[src/rtl/ad9361_spi_pkg.sv]
// Shared constants, frame field positions and FSM encoding for the AD9361-style SPI slave.
package ad9361_spi_pkg;
  localparam int CMD_W    = 24;
  localparam int ADDR_W   = 10;
  localparam int DATA_W   = 8;
  localparam int WR_BIT   = 23;
  localparam int CNT_MSB  = 22;
  localparam int CNT_LSB  = 20;
  localparam int ADDR_MSB = 17;
  localparam int ADDR_LSB = 8;
  localparam int CNT_W    = 5;
  localparam int HDR_BITS = CMD_W - DATA_W;

  typedef enum logic [1:0] {
    ST_IDLE = 2'd0,
    ST_CMD  = 2'd1,
    ST_DATA = 2'd2,
    ST_DONE = 2'd3
  } state_t;

  typedef struct packed {
    state_t           state;
    logic [CNT_W-1:0] bit_cnt;
    logic             cs;
    logic             sclk;
    logic             mosi;
  } dbg_t;
endpackage

[src/rtl/ad9361_spi_sync.sv]
// Multi-flop synchronizer for one asynchronous input with rise/fall pulses on the synchronized level.
module ad9361_spi_sync #(
  parameter int   STAGES  = 2,
  parameter logic RST_VAL = 1'b0
) (
  input  logic clk,
  input  logic rst,
  input  logic din,
  output logic dout,
  output logic rise,
  output logic fall
);
  logic [STAGES-1:0] chain;
  logic              prev;

  always_ff @(posedge clk) begin
    if (rst) begin
      chain <= {STAGES{RST_VAL}};
      prev  <= RST_VAL;
    end else begin
      chain[0] <= din;
      for (int i = 1; i < STAGES; i++) chain[i] <= chain[i-1];
      prev <= chain[STAGES-1];
    end
  end

  assign dout = chain[STAGES-1];
  assign rise = dout & ~prev;
  assign fall = ~dout & prev;
endmodule

[src/rtl/ad9361_spi_slv.sv]
// SPI register-access slave: 24-bit frames {wr_rdn, cnt, 2'b00, addr, data}, MSB first, oversampled by sys_clk.
module ad9361_spi_slv
  import ad9361_spi_pkg::*;
#(
  parameter int SYNC_STAGES = 2
) (
  input  logic              sys_clk,
  input  logic              sys_rst,
  input  logic              spi_cs,
  input  logic              spi_sclk,
  input  logic              spi_mosi,
  output logic              spi_miso,
  output logic              spi_miso_oe,
  output logic [ADDR_W-1:0] reg_addr,
  output logic [DATA_W-1:0] reg_wr_data,
  output logic              reg_wr_en,
  output logic              reg_rd_en,
  input  logic [DATA_W-1:0] reg_rd_data,
  output logic              cmd_err,
  output dbg_t              dbg
);
  logic cs_s, cs_rise, cs_fall;
  logic sclk_s, sclk_rise, sclk_fall;
  logic [SYNC_STAGES-1:0] mosi_chain;
  logic mosi_s;

  state_t            state;
  logic [CNT_W-1:0]  bit_cnt;
  logic [CMD_W-2:0]  shift_sr;
  logic [DATA_W-1:0] miso_sr;
  logic              is_rd;
  logic              rd_pend;
  logic              armed;
  logic [SYNC_STAGES:0] flush_sr;

  ad9361_spi_sync #(.STAGES(SYNC_STAGES), .RST_VAL(1'b1)) u_cs_sync (
    .clk(sys_clk), .rst(sys_rst), .din(spi_cs), .dout(cs_s), .rise(cs_rise), .fall(cs_fall)
  );

  ad9361_spi_sync #(.STAGES(SYNC_STAGES), .RST_VAL(1'b0)) u_sclk_sync (
    .clk(sys_clk), .rst(sys_rst), .din(spi_sclk), .dout(sclk_s), .rise(sclk_rise), .fall(sclk_fall)
  );

  always_ff @(posedge sys_clk) begin
    if (sys_rst) mosi_chain <= '0;
    else begin
      mosi_chain[0] <= spi_mosi;
      for (int i = 1; i < SYNC_STAGES; i++) mosi_chain[i] <= mosi_chain[i-1];
    end
  end
  assign mosi_s = mosi_chain[SYNC_STAGES-1];

  // Register port: reg_rd_en is a one-cycle request; reg_rd_data must be valid the cycle after it,
  // and is captured here one cycle later (rd_pend). Write strobe carries addr/data in the same cycle.
  always_ff @(posedge sys_clk) begin
    if (sys_rst) begin
      state       <= ST_IDLE;
      bit_cnt     <= '0;
      shift_sr    <= '0;
      miso_sr     <= '0;
      is_rd       <= 1'b0;
      rd_pend     <= 1'b0;
      armed       <= 1'b0;
      flush_sr    <= '0;
      spi_miso    <= 1'b0;
      spi_miso_oe <= 1'b0;
      reg_addr    <= '0;
      reg_wr_data <= '0;
      reg_wr_en   <= 1'b0;
      reg_rd_en   <= 1'b0;
      cmd_err     <= 1'b0;
    end else begin
      reg_wr_en <= 1'b0;
      reg_rd_en <= 1'b0;
      cmd_err   <= 1'b0;
      rd_pend   <= reg_rd_en;
      if (rd_pend) miso_sr <= reg_rd_data;
      // Only trust a CS fall once CS has been seen high after the synchronizer flushed out of reset.
      flush_sr <= {flush_sr[SYNC_STAGES-1:0], 1'b1};
      if (flush_sr[SYNC_STAGES] && cs_s) armed <= 1'b1;

      if (state != ST_IDLE && cs_s) begin
        state       <= ST_IDLE;
        bit_cnt     <= '0;
        spi_miso    <= 1'b0;
        spi_miso_oe <= 1'b0;
        if (cs_rise && state != ST_DONE) cmd_err <= 1'b1;
      end else begin
        case (state)
          ST_IDLE: begin
            bit_cnt     <= '0;
            spi_miso    <= 1'b0;
            spi_miso_oe <= 1'b0;
            if (armed && cs_fall) state <= ST_CMD;
          end
          ST_CMD: begin
            if (sclk_rise) begin
              shift_sr <= {shift_sr[CMD_W-3:0], mosi_s};
              bit_cnt  <= bit_cnt + 1'b1;
              if (bit_cnt == CNT_W'(HDR_BITS-1)) begin
                state <= ST_DATA;
                is_rd <= ~shift_sr[WR_BIT-DATA_W-1];
                if (shift_sr[CNT_MSB-DATA_W-1 -: 3] != 3'd0) cmd_err <= 1'b1;
                if (!shift_sr[WR_BIT-DATA_W-1]) begin
                  reg_addr  <= {shift_sr[ADDR_MSB-DATA_W-1:0], mosi_s};
                  reg_rd_en <= 1'b1;
                end
              end
            end
          end
          ST_DATA: begin
            if (sclk_fall && is_rd) begin
              spi_miso    <= miso_sr[DATA_W-1];
              spi_miso_oe <= 1'b1;
              miso_sr     <= {miso_sr[DATA_W-2:0], 1'b0};
            end
            if (sclk_rise) begin
              shift_sr <= {shift_sr[CMD_W-3:0], mosi_s};
              bit_cnt  <= bit_cnt + 1'b1;
              if (bit_cnt == CNT_W'(CMD_W-1)) begin
                state       <= ST_DONE;
                spi_miso    <= 1'b0;
                spi_miso_oe <= 1'b0;
                if (shift_sr[WR_BIT-1]) begin
                  reg_addr    <= shift_sr[ADDR_MSB-1:ADDR_LSB-1];
                  reg_wr_data <= {shift_sr[DATA_W-2:0], mosi_s};
                  reg_wr_en   <= 1'b1;
                end
              end
            end
          end
          ST_DONE: ;
          default: state <= ST_IDLE;
        endcase
      end
    end
  end

  assign dbg = '{state: state, bit_cnt: bit_cnt, cs: cs_s, sclk: sclk_s, mosi: mosi_s};
endmodule
[config.mk]
export PLATFORM = sky130hd
export DESIGN_NAME = ad9361_spi_slv
export DESIGN_NICKNAME = d
export VERILOG_FILES = /design/src/rtl/ad9361_spi_pkg.sv /design/src/rtl/ad9361_spi_sync.sv /design/src/rtl/ad9361_spi_slv.sv
export SDC_FILE = /design/constraint.sdc
export NUM_CORES = 1
export LEC_CHECK = 0
export ABC_AREA = 1
export CAP_MARGIN = 20
export CELL_PAD_IN_SITES_DETAIL_PLACEMENT = 0
export CELL_PAD_IN_SITES_GLOBAL_PLACEMENT = 1
export CORE_AREA = 3 3 96 98
export CTS_CLUSTER_DIAMETER = 80
export DETAILED_ROUTE_END_ITERATION = 6
export DIE_AREA = 0 0 99 101
export PLACE_DENSITY_LB_ADDON = 0.1
export SLEW_MARGIN = 20
export SYNTH_ARGS = -nofsm -noshare
export SYNTH_HDL_FRONTEND = slang
export SYNTH_HIERARCHICAL = 1
export SYNTH_SLANG_ARGS = --single-unit
[constraint.sdc]
create_clock -name sys_clk -period 1.8 [get_ports sys_clk]
set_input_delay 0.27 -clock sys_clk [delete_from_list [all_inputs] [get_ports sys_clk]]
set_output_delay 0.27 -clock sys_clk [all_outputs]
set_load 0.005 [all_outputs]
==> qor.yml, run 1 <==
die_area_um2: 9999
cts_inserted_buffers: 9
synth_fa_ha_area_frac: 0.02320
tightest_slew_ns: 0.4890
cts_max_level: 3
synth_area_per_cell_um2: 7.649
max_cap_viol_count: 0
core_area_um2: 8551
arrival_ns: 1.42
status: "finished, final reports clean"
hold_start: "u_sclk_sync/chain[0]"
initial_utilization: 0.3784
r2r_cells: 10
endpoint_kind: "output pin"
fin_crit_sh: 0.9385
yosysTopAreaCell: "dfxtp_1"
grt_usage: 0.1477
synth_top_area_frac: 0.4640
setup_viol: 0
vdd_ir_drop_max_uv: 535.2
drtPass1Iterations: 4
cts_tree: "yes"
synthCells: 423
cp_top_family: "buffers and inverters"
start_kind: "register"
synth_compound_area_frac: 0.1125
avgRoutedWirePerCell_um: 12.28
worstPathCellList: "clkdlybuf4s50_1"
synth.yosys.seq_area_share: 0.4640
drcViolationCount: 0
synthMostInstantiatedCell: "nor2_1"
clockBufferDepth: 2
cts.sinks: 75
ant_nets: 0
hold_buffers: 0
ys_ff_latch: 75
ys.flop_type: "dfxtp_1"
die_h_um: 101
synth_area_leaders: "dfxtp_1, nor2_1, nand2_1"
holdPathStages: 2
rsz0062_at_grt: "false"
syn2layout_area_growth_pct: 25.87
yosysWarnings: 6
setup_tns_ns: 0
synth_cell_types: 33
p_per_area_nw_per_um2: 1198
power.total_uw: 4879
antenna_found_initial: 0
min_to: "u_sclk_sync/chain[1]"
finalHoldViolations: 0
r2r-start: "state[0]"
drive_gt1_frac: 0.1247
cp_max_fo: 6
yosys.area_share.simple: 0.2695
crit_path_top_delay_cell: "clkdlybuf4s50_1"
synth_top_family_by_area: "simple AND/OR/NAND/NOR gates"
muxShareOfSynthArea: 0.03094
crit_cells: 1
yosys-top-cells-count: "nor2_1, dfxtp_1, nand2_1"
hp-class: "reg -> reg"
routed-via-count: 2664
drt-initial-drc-count: 88
overflow: 0
p_leak_uw: 0.001694
grt_pass1_wl_um: 11750
finClkSkew_ns: 0.009372
path_clk_slew_ns: 0.07
dp_hpwl_um: 5039
boundaryPins: 46
synth_edf_count: 0
grt_start_max_net_pins: 50
row_count: 34
r2r-end: "reg_addr[9]"
slowest_delay_ns: 0.57
required_ns: 1.53
die_x_um: 99
clock_latency_ns: 0.34
syn_area_um2: 3236
slew_headroom: 0.6735
port_buffers: 45
regToRegSetupSlack_ns: 0.16
utilization: 0.4763
fin_nets: 496
drv_slew: 0
syn-num-nets: 442
routed_wirelength_um: 7230
cp.buffers_inverters: 1
grt_pass1_vias: 2443
period_needed_ns: 1.689
gp_congestion: 0.8227
synth-xor-area-share: 0
vias_per_cell: 4.523
crit_type: "reg -> out"
clock-root-buffer: "clkbuf_8"
max_freq_ghz: 0.5920
async_flop_share: 0
antenna_cells: 0
state kept, by name, summed over array words and instances, names as in the netlist, 2 cells and up:
name / cells
shift_sr: 23
reg_addr: 10
miso_sr: 8
reg_wr_data: 8
bit_cnt: 5
flush_sr: 3
mosi_chain: 2
state: 2
u_cs_sync/chain: 2
u_sclk_sync/chain: 2
layout make-up:
cell class | count | area [µm²]
Fill cell | 903 | 4478
Clock inverter | 3 | 40.04
Sequential cell | 75 | 1505
Tap cell | 108 | 135.1
Clock buffer | 12 | 135.1
Multi-Input combinational cell | 280 | 1470
Timing Repair Buffer | 58 | 585.6
Inverter | 53 | 201.4
stage by stage:
| step | instance area [µm²] | hold slack, ns | worst slack (ns) | cells |
|---|---|---|---|---|
| 2_1_floorplan | 3236 | 0.3412 | 0.2288 | 423 |
| 4_1_cts | 3990 | 0.4036 | 0.03874 | 585 |
| 5_1_grt | 4073 | 0.4144 | 0.004281 | 589 |
| 6_report | 4073 | 0.4040 | 0.1107 | 589 |
| 3_3_place_gp | 3815 | 0.3897 | 0.06061 | 570 |
| 3_5_place_dp | 3815 | 0.3931 | 0.06931 | 570 |
what timing repair did:
action / 4_1_cts / 5_1_grt
endpoints found under the setup margin: 0 / 41
gates resized for setup: 0 / 11
setup buffers: 0 / 1
power by group:
part	internal [µW]	switching (µW)
Clock	630	577
Combinational	751	1020
Sequential	1810	93.3
per-layer routing:
| metal | GRT usage | wire length [µm] | vias to the layer above |
|---|---|---|---|
| li1 | - | - | 1439 |
| met1 | 0.2027 | 3576 | 1170 |
| met2 | 0.2237 | 3234 | 47 |
| met3 | 0.03253 | 313 | 8 |
| met4 | 0.06197 | 105 | 0 |
| met5 | 0 | 0 | - |
logic make-up (layout without fill, tap and decap cells):
logic type	after synthesis	after routing
simple gates	193	195
flops	75	75
buf+inv	71	126
compound gates	68	69
mux	10	10
fa+ha+maj	6	6
how the worst max path moves through the flow:
stage                  end               start  slack (ns)
6_report            dbg[2]  u_cs_sync/chain[1]        0.11
5_1_grt           state[0]          bit_cnt[0]       0.004
4_1_cts           state[1]          bit_cnt[0]        0.04
3_5_place_dp      state[1]          bit_cnt[0]        0.07
3_3_place_gp      state[1]          bit_cnt[0]        0.06
2_1_floorplan  shift_sr[8]            state[0]        0.23
placed cells by master (no fill, tap or decap), types with 2 or more instances in the layout:
master,Yosys,final
nand2_4,2,3
inv_1,47,47
buf_12,0,3
nor2_4,4,7
o21ai_1,5,5
clkdlybuf4s50_1,0,45
dfxtp_2,0,3
o21ai_0,39,39
clkinv_2,0,2
nor2_2,1,2
buf_4,5,10
ha_2,0,2
o22ai_1,2,2
clkbuf_1,5,3
dfxtp_1,75,72
inv_2,5,5
nand2_2,5,4
nand2_1,53,53
ha_1,6,4
nor3_1,3,3
nor2_1,106,104
nand3_1,13,13
mux2i_1,10,10
clkbuf_8,0,9
a21oi_1,18,18
Power figures use the tool's default switching activity.
==> inputs of run 2 (changes only) <==
--- a/config.mk
+++ b/config.mk
@@ -9,10 +9,10 @@
 export CAP_MARGIN = 20
 export CELL_PAD_IN_SITES_DETAIL_PLACEMENT = 0
 export CELL_PAD_IN_SITES_GLOBAL_PLACEMENT = 1
-export CORE_AREA = 3 3 96 98
+export CORE_AREA = 4 4 97 99
 export CTS_CLUSTER_DIAMETER = 80
 export DETAILED_ROUTE_END_ITERATION = 6
-export DIE_AREA = 0 0 99 101
+export DIE_AREA = 0 0 101 103
 export PLACE_DENSITY_LB_ADDON = 0.1
 export SLEW_MARGIN = 20
 export SYNTH_ARGS = -nofsm -noshare
==> run 2 against run 1 <==
Critical path depth unchanged. Highest routed layer unchanged. Critical endpoint unchanged. Flip-flop and latch count unchanged. Clock skew up 0.0061 ns. Largest power group unchanged. Combinational power down 3%.
==> qor.yml, run 2 (synthesis gave the netlist of run 1 again) <==
routed_wirelength_um: 7334  # +1.4%
p_per_area_nw_per_um2: 1252  # +4.5%
cp.buffers_inverters: 1  # unchanged
rsz0062_at_grt: "true"
port_buffers: 45  # unchanged
grt_start_max_net_pins: 50  # unchanged
worstPathCellList: "clkdlybuf4s50_1"
die_h_um: 103  # +2.0%
finalHoldViolations: 0  # unchanged
cts_tree: "yes"
syn2layout_area_growth_pct: 27.03
die_x_um: 101  # +2.0%
post_cts_buffers: 0  # unchanged
fin_crit_sh: 0.9431  # +0.004659
cts_inserted_buffers: 9  # unchanged
crit_type: "reg -> out"
row_count: 34  # unchanged
status: "finished, final reports clean"
routed-via-count: 2655  # -0.34%
drv_slew: 0  # unchanged
power.total_uw: 5146  # +5.5%
hp-class: "reg -> reg"
antenna_found_initial: 0  # unchanged
layout.cells.non_filler: 588  # -0.17%
utilization: 0.4807  # +0.004390
final_cell_mix: "nor2_1, dfxtp_1, nand2_1"
top_regs: "shift_sr (23), reg_addr (10)"
grt_usage: 0.1439  # -0.003782
clockBufferDepth: 2  # unchanged
initial_utilization: 0.3784  # unchanged
busiest_layer: "met2"
cp_top_family: "buffers and inverters"
clock-root-buffer: "clkbuf_8"
drive_gt1_frac: 0.1292  # +0.004427
boundaryPins: 46  # unchanged
clock_latency_ns: 0.35  # about the same
grt_pass1_vias: 2447  # +0.16%
grt_pass1_wl_um: 11740  # about the same
cts_resized: 0  # unchanged
overflow: 0  # unchanged
slowest_delay_ns: 0.57  # about the same
fin_nets: 495  # -0.20%
max_cap_viol_count: 0  # unchanged
gp_congestion: 0.8438  # +2.6%
tightest_slew_ns: 0.4519  # -0.03714 ns
hold_buffers: 0  # unchanged
grt.met1_usage: 0.1947  # -0.008033
max_freq_ghz: 0.5890  # -0.49%
pre_cts_ws_ns: 0.08178  # +0.01247 ns
cts.sinks: 75  # unchanged
setup_viol: 0  # unchanged
final_area_um2: 4110  # +0.92%
path_clk_slew_ns: 0.08  # about the same
dp_hpwl_um: 5055  # +0.33%
met3_usage: 0.03924  # +0.006716
post_dp_cell_area_um2: 3815  # unchanged
dp.cells: 570  # unchanged
avgRoutedWirePerCell_um: 12.47  # +1.6%
finClkSkew_ns: 0.01542  # +0.006052 ns
largest-register: "shift_sr"
crit_path_top_delay_cell: "clkdlybuf4s50_1"
slew_headroom: 0.6983  # +0.02479
vias_per_cell: 4.515  # -0.17%
drcViolationCount: 0  # unchanged
cts_max_level: 3  # unchanged
core_area_um2: 8551  # unchanged
cp_max_fo: 6  # unchanged
ant_nets: 0  # unchanged
layout_commonest_cell: "nor2_1"
p_leak_uw: 0.001711  # +1.0%
drtPass1Iterations: 4  # unchanged
period_needed_ns: 1.698  # +0.008387 ns
drt-initial-drc-count: 90  # +2.3%
required_ns: 1.53  # about the same
fin_ws_ns: 0.1023  # -0.008387 ns
start_kind: "register"
nFillCells: 879  # -2.7%
met2_usage: 0.2268  # +0.003178
arrival_ns: 1.43  # about the same
die_area_um2: 10400  # +4.0%
antenna_cells: 0  # unchanged
vdd_ir_drop_max_uv: 517.2  # -3.4%
largest_register_ffs: 23  # unchanged
endpoint_kind: "output pin"
-- run 2: layer usage --
| metal | up-vias | part of all wire | wire, µm |
|---|---|---|---|
| met1 | 1167 | 0.49 | 3588 |
| met2 | 47 | 0.45 | 3333 |
| met5 | - | 0 | 0 |
| met3 | 7 | 0.043 | 313 |
| li1 | 1434 | - | - |
| met4 | 0 | 0.013 | 99 |
-- run 2: power breakdown --
group	switching (µW)	internal [µW]	total [µW]	leakage (µW)
registers	105	1810	1910	0.000610
logic	973	736	1710	0.000987
clock network	603	920	1520	0.000114
-- run 2: area by class of cell --
| class | count | area [µm²] | area share |
|---|---|---|---|
| Inverter | 53 | 201.4 | 0.04901 |
| Clock inverter | 4 | 98.84 | 0.02405 |
| Timing Repair Buffer | 57 | 565.5 | 0.1376 |
| Clock buffer | 11 | 131.4 | 0.03196 |
| Multi-Input combinational cell | 280 | 1471 | 0.3580 |
| Sequential cell | 75 | 1506 | 0.3665 |
| Tap cell | 108 | 135.1 | 0.03288 |
-- run 2: final timing paths --
| path | from | to | slack (ns) | cells after the start |
|---|---|---|---|---|
| worst max-delay path | u_cs_sync/chain[1] | dbg[2] | 0.10 | 1 |
| worst min-delay path | flush_sr[0] | flush_sr[1] | 0.40 | 2 |
| worst max register to register | state[1] | reg_addr[6] | 0.15 | 8 |
| worst min register to register | flush_sr[0] | flush_sr[1] | 0.40 | 2 |
-- run 2: metrics by stage --
step           setup TNS (ns)  hold slack, ns
3_5_place_dp                0          0.3917
5_1_grt              -0.01648          0.4206
6_report                    0          0.4008
4_1_cts                     0          0.4029
2_1_floorplan               0          0.3412
3_3_place_gp                0          0.3902
